--- config.mk ---
export PLATFORM = sky130hd
export DESIGN_NAME = div_ctrl
export DESIGN_NICKNAME = d
export VERILOG_FILES = /design/src/rtl/div_ctrl.sv
export SDC_FILE = /design/constraint.sdc
export NUM_CORES = 1
export LEC_CHECK = 0
export ABC_AREA = 1
export CAP_MARGIN = 15
export CORE_ASPECT_RATIO = 1.4
export CORE_MARGIN = 4
export CORE_UTILIZATION = 52
export CTS_CLUSTER_DIAMETER = 100
export DETAILED_ROUTE_END_ITERATION = 12
export PLACE_DENSITY = 0.77
export SYNTH_ARGS = -nofsm -noshare
export SYNTH_HDL_FRONTEND = slang
export SYNTH_SLANG_ARGS = --single-unit
--- constraint.sdc ---
create_clock -name i_clk -period 5.45 [get_ports i_clk]
set_input_delay 1.3625 -clock i_clk [delete_from_list [all_inputs] [get_ports i_clk]]
set_output_delay 1.3625 -clock i_clk [all_outputs]
set_load 0.05 [all_outputs]
--- src/rtl/div_ctrl.sv ---
// div_ctrl: runtime-programmable clock divider with run/stop/single-step
// sequencing and a valid/ready divisor configuration port.
//
// The divided clock o_clk toggles every div_act cycles while the block is
// RUN or STEP. A divisor change and a stop only take effect at a
// half-period boundary (wrap), so o_clk never has a truncated phase.
//
// State table:
//   STOP | counter held at 0, o_clk held, divisor writes land immediately
//   RUN  | counting continuously; leaves to STOP at a wrap with i_run=0
//   STEP | counting for exactly one half-period, then RUN or STOP
//
// Ports:
//   i_clk        system clock
//   i_rst        asynchronous active-high reset
//   i_run        level, request continuous running
//   i_step       pulse, request one half-period while stopped
//   i_cfg_valid  new divisor offered
//   i_cfg_div    offered divisor (0 is treated as 1)
//   o_cfg_ready  config port can accept (no pending divisor)
//   o_clk        divided clock
//   o_tick       one-cycle strobe, high in the cycle after each o_clk toggle
//   o_busy       state is RUN or STEP
//   o_div        currently active divisor
module div_ctrl #(
  parameter int W           = 8,
  parameter int DEFAULT_DIV = 10
) (
  input  logic         i_clk,
  input  logic         i_rst,
  input  logic         i_run,
  input  logic         i_step,
  input  logic         i_cfg_valid,
  input  logic [W-1:0] i_cfg_div,
  output logic         o_cfg_ready,
  output logic         o_clk,
  output logic         o_tick,
  output logic         o_busy,
  output logic [W-1:0] o_div
);

  typedef enum logic [1:0] {
    ST_STOP = 2'd0,
    ST_RUN  = 2'd1,
    ST_STEP = 2'd2
  } state_t;

  localparam logic [W-1:0] ONE      = W'(1);
  localparam logic [W-1:0] DIV_INIT = W'(DEFAULT_DIV);

  state_t       state_q, state_d;
  logic [W-1:0] cnt_q, cnt_d;
  logic         clk_q, clk_d;
  logic         tick_q, tick_d;
  logic [W-1:0] div_act_q, div_act_d;
  logic [W-1:0] div_pend_q, div_pend_d;
  logic         pend_q, pend_d;

  logic         busy;
  logic         wrap;
  logic         xfer;
  logic [W-1:0] cfg_val;

  assign busy    = (state_q != ST_STOP);
  // div_act_q is never 0 (reset value and clamped writes), so -1 cannot underflow.
  assign wrap    = busy && (cnt_q == (div_act_q - ONE));
  assign xfer    = i_cfg_valid && !pend_q;
  assign cfg_val = (i_cfg_div == '0) ? ONE : i_cfg_div;

  always_comb begin
    state_d    = state_q;
    cnt_d      = cnt_q;
    clk_d      = clk_q;
    tick_d     = 1'b0;
    div_act_d  = div_act_q;
    div_pend_d = div_pend_q;
    pend_d     = pend_q;

    if (!busy) begin
      cnt_d = '0;
      if (xfer) begin
        div_act_d = cfg_val;
      end
      if (i_run) begin
        state_d = ST_RUN;
      end else if (i_step) begin
        state_d = ST_STEP;
      end
    end else begin
      if (wrap) begin
        cnt_d  = '0;
        clk_d  = ~clk_q;
        tick_d = 1'b1;
        // The pending divisor (if any) is applied here, including when
        // this wrap ends in STOP.
        if (pend_q) begin
          div_act_d = div_pend_q;
          pend_d    = 1'b0;
        end
        // RUN and STEP leave the same way: keep running only if asked to.
        state_d = i_run ? ST_RUN : ST_STOP;
      end else begin
        cnt_d = cnt_q + ONE;
      end
      // xfer implies pend_q=0, so this never collides with the clear above;
      // a value accepted on a wrap waits for the following wrap.
      if (xfer) begin
        div_pend_d = cfg_val;
        pend_d     = 1'b1;
      end
    end
  end

  always_ff @(posedge i_clk or posedge i_rst) begin
    if (i_rst) begin
      state_q    <= ST_STOP;
      cnt_q      <= '0;
      clk_q      <= 1'b0;
      tick_q     <= 1'b0;
      div_act_q  <= DIV_INIT;
      div_pend_q <= DIV_INIT;
      pend_q     <= 1'b0;
    end else begin
      state_q    <= state_d;
      cnt_q      <= cnt_d;
      clk_q      <= clk_d;
      tick_q     <= tick_d;
      div_act_q  <= div_act_d;
      div_pend_q <= div_pend_d;
      pend_q     <= pend_d;
    end
  end

  assign o_cfg_ready = !pend_q;
  assign o_clk       = clk_q;
  assign o_tick      = tick_q;
  assign o_busy      = busy;
  assign o_div       = div_act_q;

endmodule

# After elaboration in Yosys (flattened, before gate mapping)
# Index checks and enable logic that the tools add are counted.
[word_totals]
reg_bits = 29
input_bits = 13
out_inout_bits = 12
word_cells = 42
[op_classes]
add_sub_neg = 2
n_eq_ne = 3
muxes = 16
bitwise = 1
reduce_logical = 13
[op_table]
columns = ["op", "n"]
rows = [
  ["two-way mux 8 bit", 7],
  ["adder 8 x 1 -> 8 bit (second input constant)", 1],
  ["== test 8 bit", 1],
  ["zero test 8 bit", 1],
  ["two-way mux 2 bit", 4],
  ["AND reduction 2 bit", 4],
  ["subtractor 8 x 1 -> 8 bit (second input constant)", 1],
  ["nonzero test 2 bit", 3],
  ["two-way mux 1 bit", 5],
  ["AND reduction 3 bit", 1],
  ["nonzero test 3 bit", 1],
  ["logical AND 1 bit", 2],
  ["!= test 2 x 1 -> 1 bit (second input constant)", 1],
  ["!= test 2 bit (second input constant)", 1],
  ["zero test 1 bit", 1],
  ["inverter 1 bit", 1],
]

# Logic depth before layout (Yosys ltp)
[logic_depth]
ltp_word = 5
depth_mapped = 14
ltp_nobuf = 14

# Least setup slack after synthesis
# OpenSTA, ideal clock, no wires.
[synth_timing]
path_type = "register to output"
startpoint = "reg state_q[1]"
endpoint = "out o_busy"
arrival_ns = 1.045
slack_ns = 3.043
path_stages_with_launch = 4
path_cell_list = "dfrtp_1 -> nor2_1 -> buf_2 -> inv_1"
[synth_between]
elab_chain_cells = 1
[synth_rtl]
columns = ["item", "line_no", "rtl"]
rows = [
  ["from (decl)", "51", "state_t state_q, state_d;"],
  ["from (signal assigned)", "124", "state_q <= state_d;"],
  ["nonzero test 2 bit", "64", "assign busy = (state_q != ST_STOP);"],
  ["to (decl)", "38", "output logic o_busy,"],
]
# Every way passes these cells.

# Worst setup path in the final report
# Same ends and word-level chain as after synthesis.

==> summary.txt <==
Timing
  • Final worst-path cycle share: 0.598
  • Slew headroom: 0.480
  • Hold Slack: 0.475 ns
  • Final hold violations: 0
  • Final Skew: 0.00446 ns
  • Unrepaired setup endpoints after global routing: false
  • Final Max Tran Viols: 0
  • Post-route minimum period: 3.26 ns
  • TNS Setup: 0 ns
  • FMAX: 307 MHz
  • Worst slew pin tran: 0.777 ns
  • Final setup fails: 0

Die
  • # IOs: 25
  • Site Rows: 24
  • Die width: 56.3 um
  • Initial Utilization: 0.544
  • Die H: 75.7 um
  • Die Area: 4260 sq um
  • Core area: 3120 sq um

Drt
  • Vias: 1,472
  • Routed len/inst: 11.4 um
  • Initial DRC Count: 27
  • Final wirelength: 3360 um
  • Vias per cell: 4.97
  • DR pass1 iterations: 4
  • Routed Antenna Nets: 0
  • DRC violations left: 0

Logic synthesis
  • Top FF cell, synth: dfrtp_1
  • Post-synth EDFFs: 0
  • Synthesis Warnings: 0
  • Count of different cell masters after synthesis: 29
  • Synth Instances: 227
  • Post-synth top area share: 0.368
  • Syn avg cell area: 7.49 sq um
  • Sequential element share of the synthesized area: 0.430
  • Post-synth top area cell: dfrtp_1
  • Netlist Area Pre-Place: 1700 sq um
  • Net count after synthesis: 242
  • Synth top cells by count: nand2_1, inv_1, dfrtp_1
  • Top-count cell post-synth: nand2_1
  • Flop and latch count out of synthesis: 29
  • Area contributors post-synth: dfrtp_1, nand2_1, nand3_1, dfstp_2, inv_1
  • Share of flip-flops with an asynchronous set or reset: 1.00

Worst setup path
  • CP required: 4.09 ns
  • CP endpoint kind: output port
  • Worst r2r path cells: 14
  • Crit path kind: reg2out
  • Arrival time worst endpoint: 1.90 ns
  • CP max FO: 23
  • CP startpoint kind: flop

Global routing
  • Maximum number of pins on one net before global-route repair: 30
  • Antenna violations before repair: 0
  • First-pass GRT wire length: 5890 um
  • Aggregate global-route resource usage: 0.183
  • Grt total ovfl: 0
  • Vias in the first global route: 1,376

Power
  • Worst vdd ir: 0.000244 V
  • Leak: 1.01 nW
  • PwrDens: 204 nW/um^2
  • Total Power: 426 uW

Placement
  • Cells after DPL: 287
  • IO buf count: 24
  • Final HPWL DP: 2590 um
  • RePlAce Congestion: 0.859

Min path
  • WHS Path Cells: 1
  • HP Class: reg2reg

Clocking
  • CTS Buf Count: 5
  • Setup repair bufs after CTS: 0
  • Clk_lat worst skew: 0.28 ns
  • Post-CTS Hold Fix Bufs: 0
  • CTS tree: built
  • H-tree depth: 2
  • CTS max path bufs: 2
  • Post-CTS resize count: 0
  • Root buf cell: clkbuf_8
  • # clock sinks: 29
  • Clk slew on worst S/H paths: 0.06 ns

Run
  • Max_cap viols: 0

Final layout
  • Final std cells w/o fill: 296
  • Share of cells above drive strength 1: 0.117
  • Ant diodes: 0
  • Util after Layout: 0.670
  • Final Net Count: 271
  • Area grow syn2layout: 23.1%

Run status
  • Status: finished clean
cells in the final DEF (no fill, tap or decap), drive strengths merged:
master and count:
a21o 1, a31oi 1, buf 2, clkbuf 7, clkdlybuf4s50 24, clkinv 2, dfrtp 25, dfstp 4
ha 2, inv 29, nand2 75, nand3 25, nand3b 2, nand4 1, nor2 23, nor3 4
nor4 1, o21ai 20, o22ai 1, xnor2 5, xor2 3
metrics by stage:
stage               setup WS, ns  instance area, sq um
detailed placement          2.48                  1960
finish                      2.19                  2090
CTS                         2.17                  2070
global placement            2.51                  1960
floorplan                   3.04                  1700
global route                2.09                  2090
layout make-up:
cell class / instances / area, sq um
well taps: 39 / 48.8
clock inverters: 1 / 5.00
inverters: 30 / 113
flip-flops and latches: 29 / 731
clock buffers: 7 / 96.3
multi-input cells: 164 / 825
repair buffers: 26 / 275
fillers: 292 / 1030
layer usage:
metal | part of all wire | track usage
met2 | 0.51 | 0.321
met1 | 0.41 | 0.197
met4 | 0.044 | 0.137
met5 | 0 | 0
met3 | 0.035 | 0.0373
power breakdown:
part	internal [mW]	switching, mW
combinational	0.0102	0.00755
clock	0.114	0.0787
sequential	0.216	0.000191
flip-flops by register name, indices dropped and copies added (netlist names):
register    count
cnt_q           8
div_pend_q      8
o_div           8
state_q         2
o_clk           1
o_tick          1
pend_q          1
path summary, 6_finish.rpt:
kind | slack (ns) | end | from
setup / recovery | 2.19 | o_busy | state_q[1]$_DFFE_PP0P_
hold / removal | 0.47 | o_clk$_DFFE_PP0P_ | o_clk$_DFFE_PP0P_
setup reg to reg | 3.24 | o_div[6]$_DFFE_PP0P_ | o_div[1]$_DFFE_PP1P_
hold reg to reg | 0.47 | o_clk$_DFFE_PP0P_ | o_clk$_DFFE_PP0P_
max in group asynchronous | 3.69 | div_pend_q[3]$_DFFE_PP1P_ | i_rst
min in group asynchronous | 1.29 | cnt_q[2]$_DFF_PP0_ | i_rst
critical path, stage by stage (launching register included):
cell and delay (ns):
dfrtp_1 0.34, nor2_1 0.05, buf_4 0.19, inv_1 0.19, clkdlybuf4s50_1 0.84
cell families (layout without fill, tap and decap cells):
family / after synthesis / count (layout) / share of synthesized area
compound gates: 23 / 23 / 0.0706
xor+xnor: 8 / 8 / 0.0456
fa+ha+maj: 2 / 2 / 0.0147
buf+inv: 34 / 64 / 0.0854
flops: 29 / 29 / 0.430
simple gates: 131 / 131 / 0.354
(Power assumes the default switching activity.)
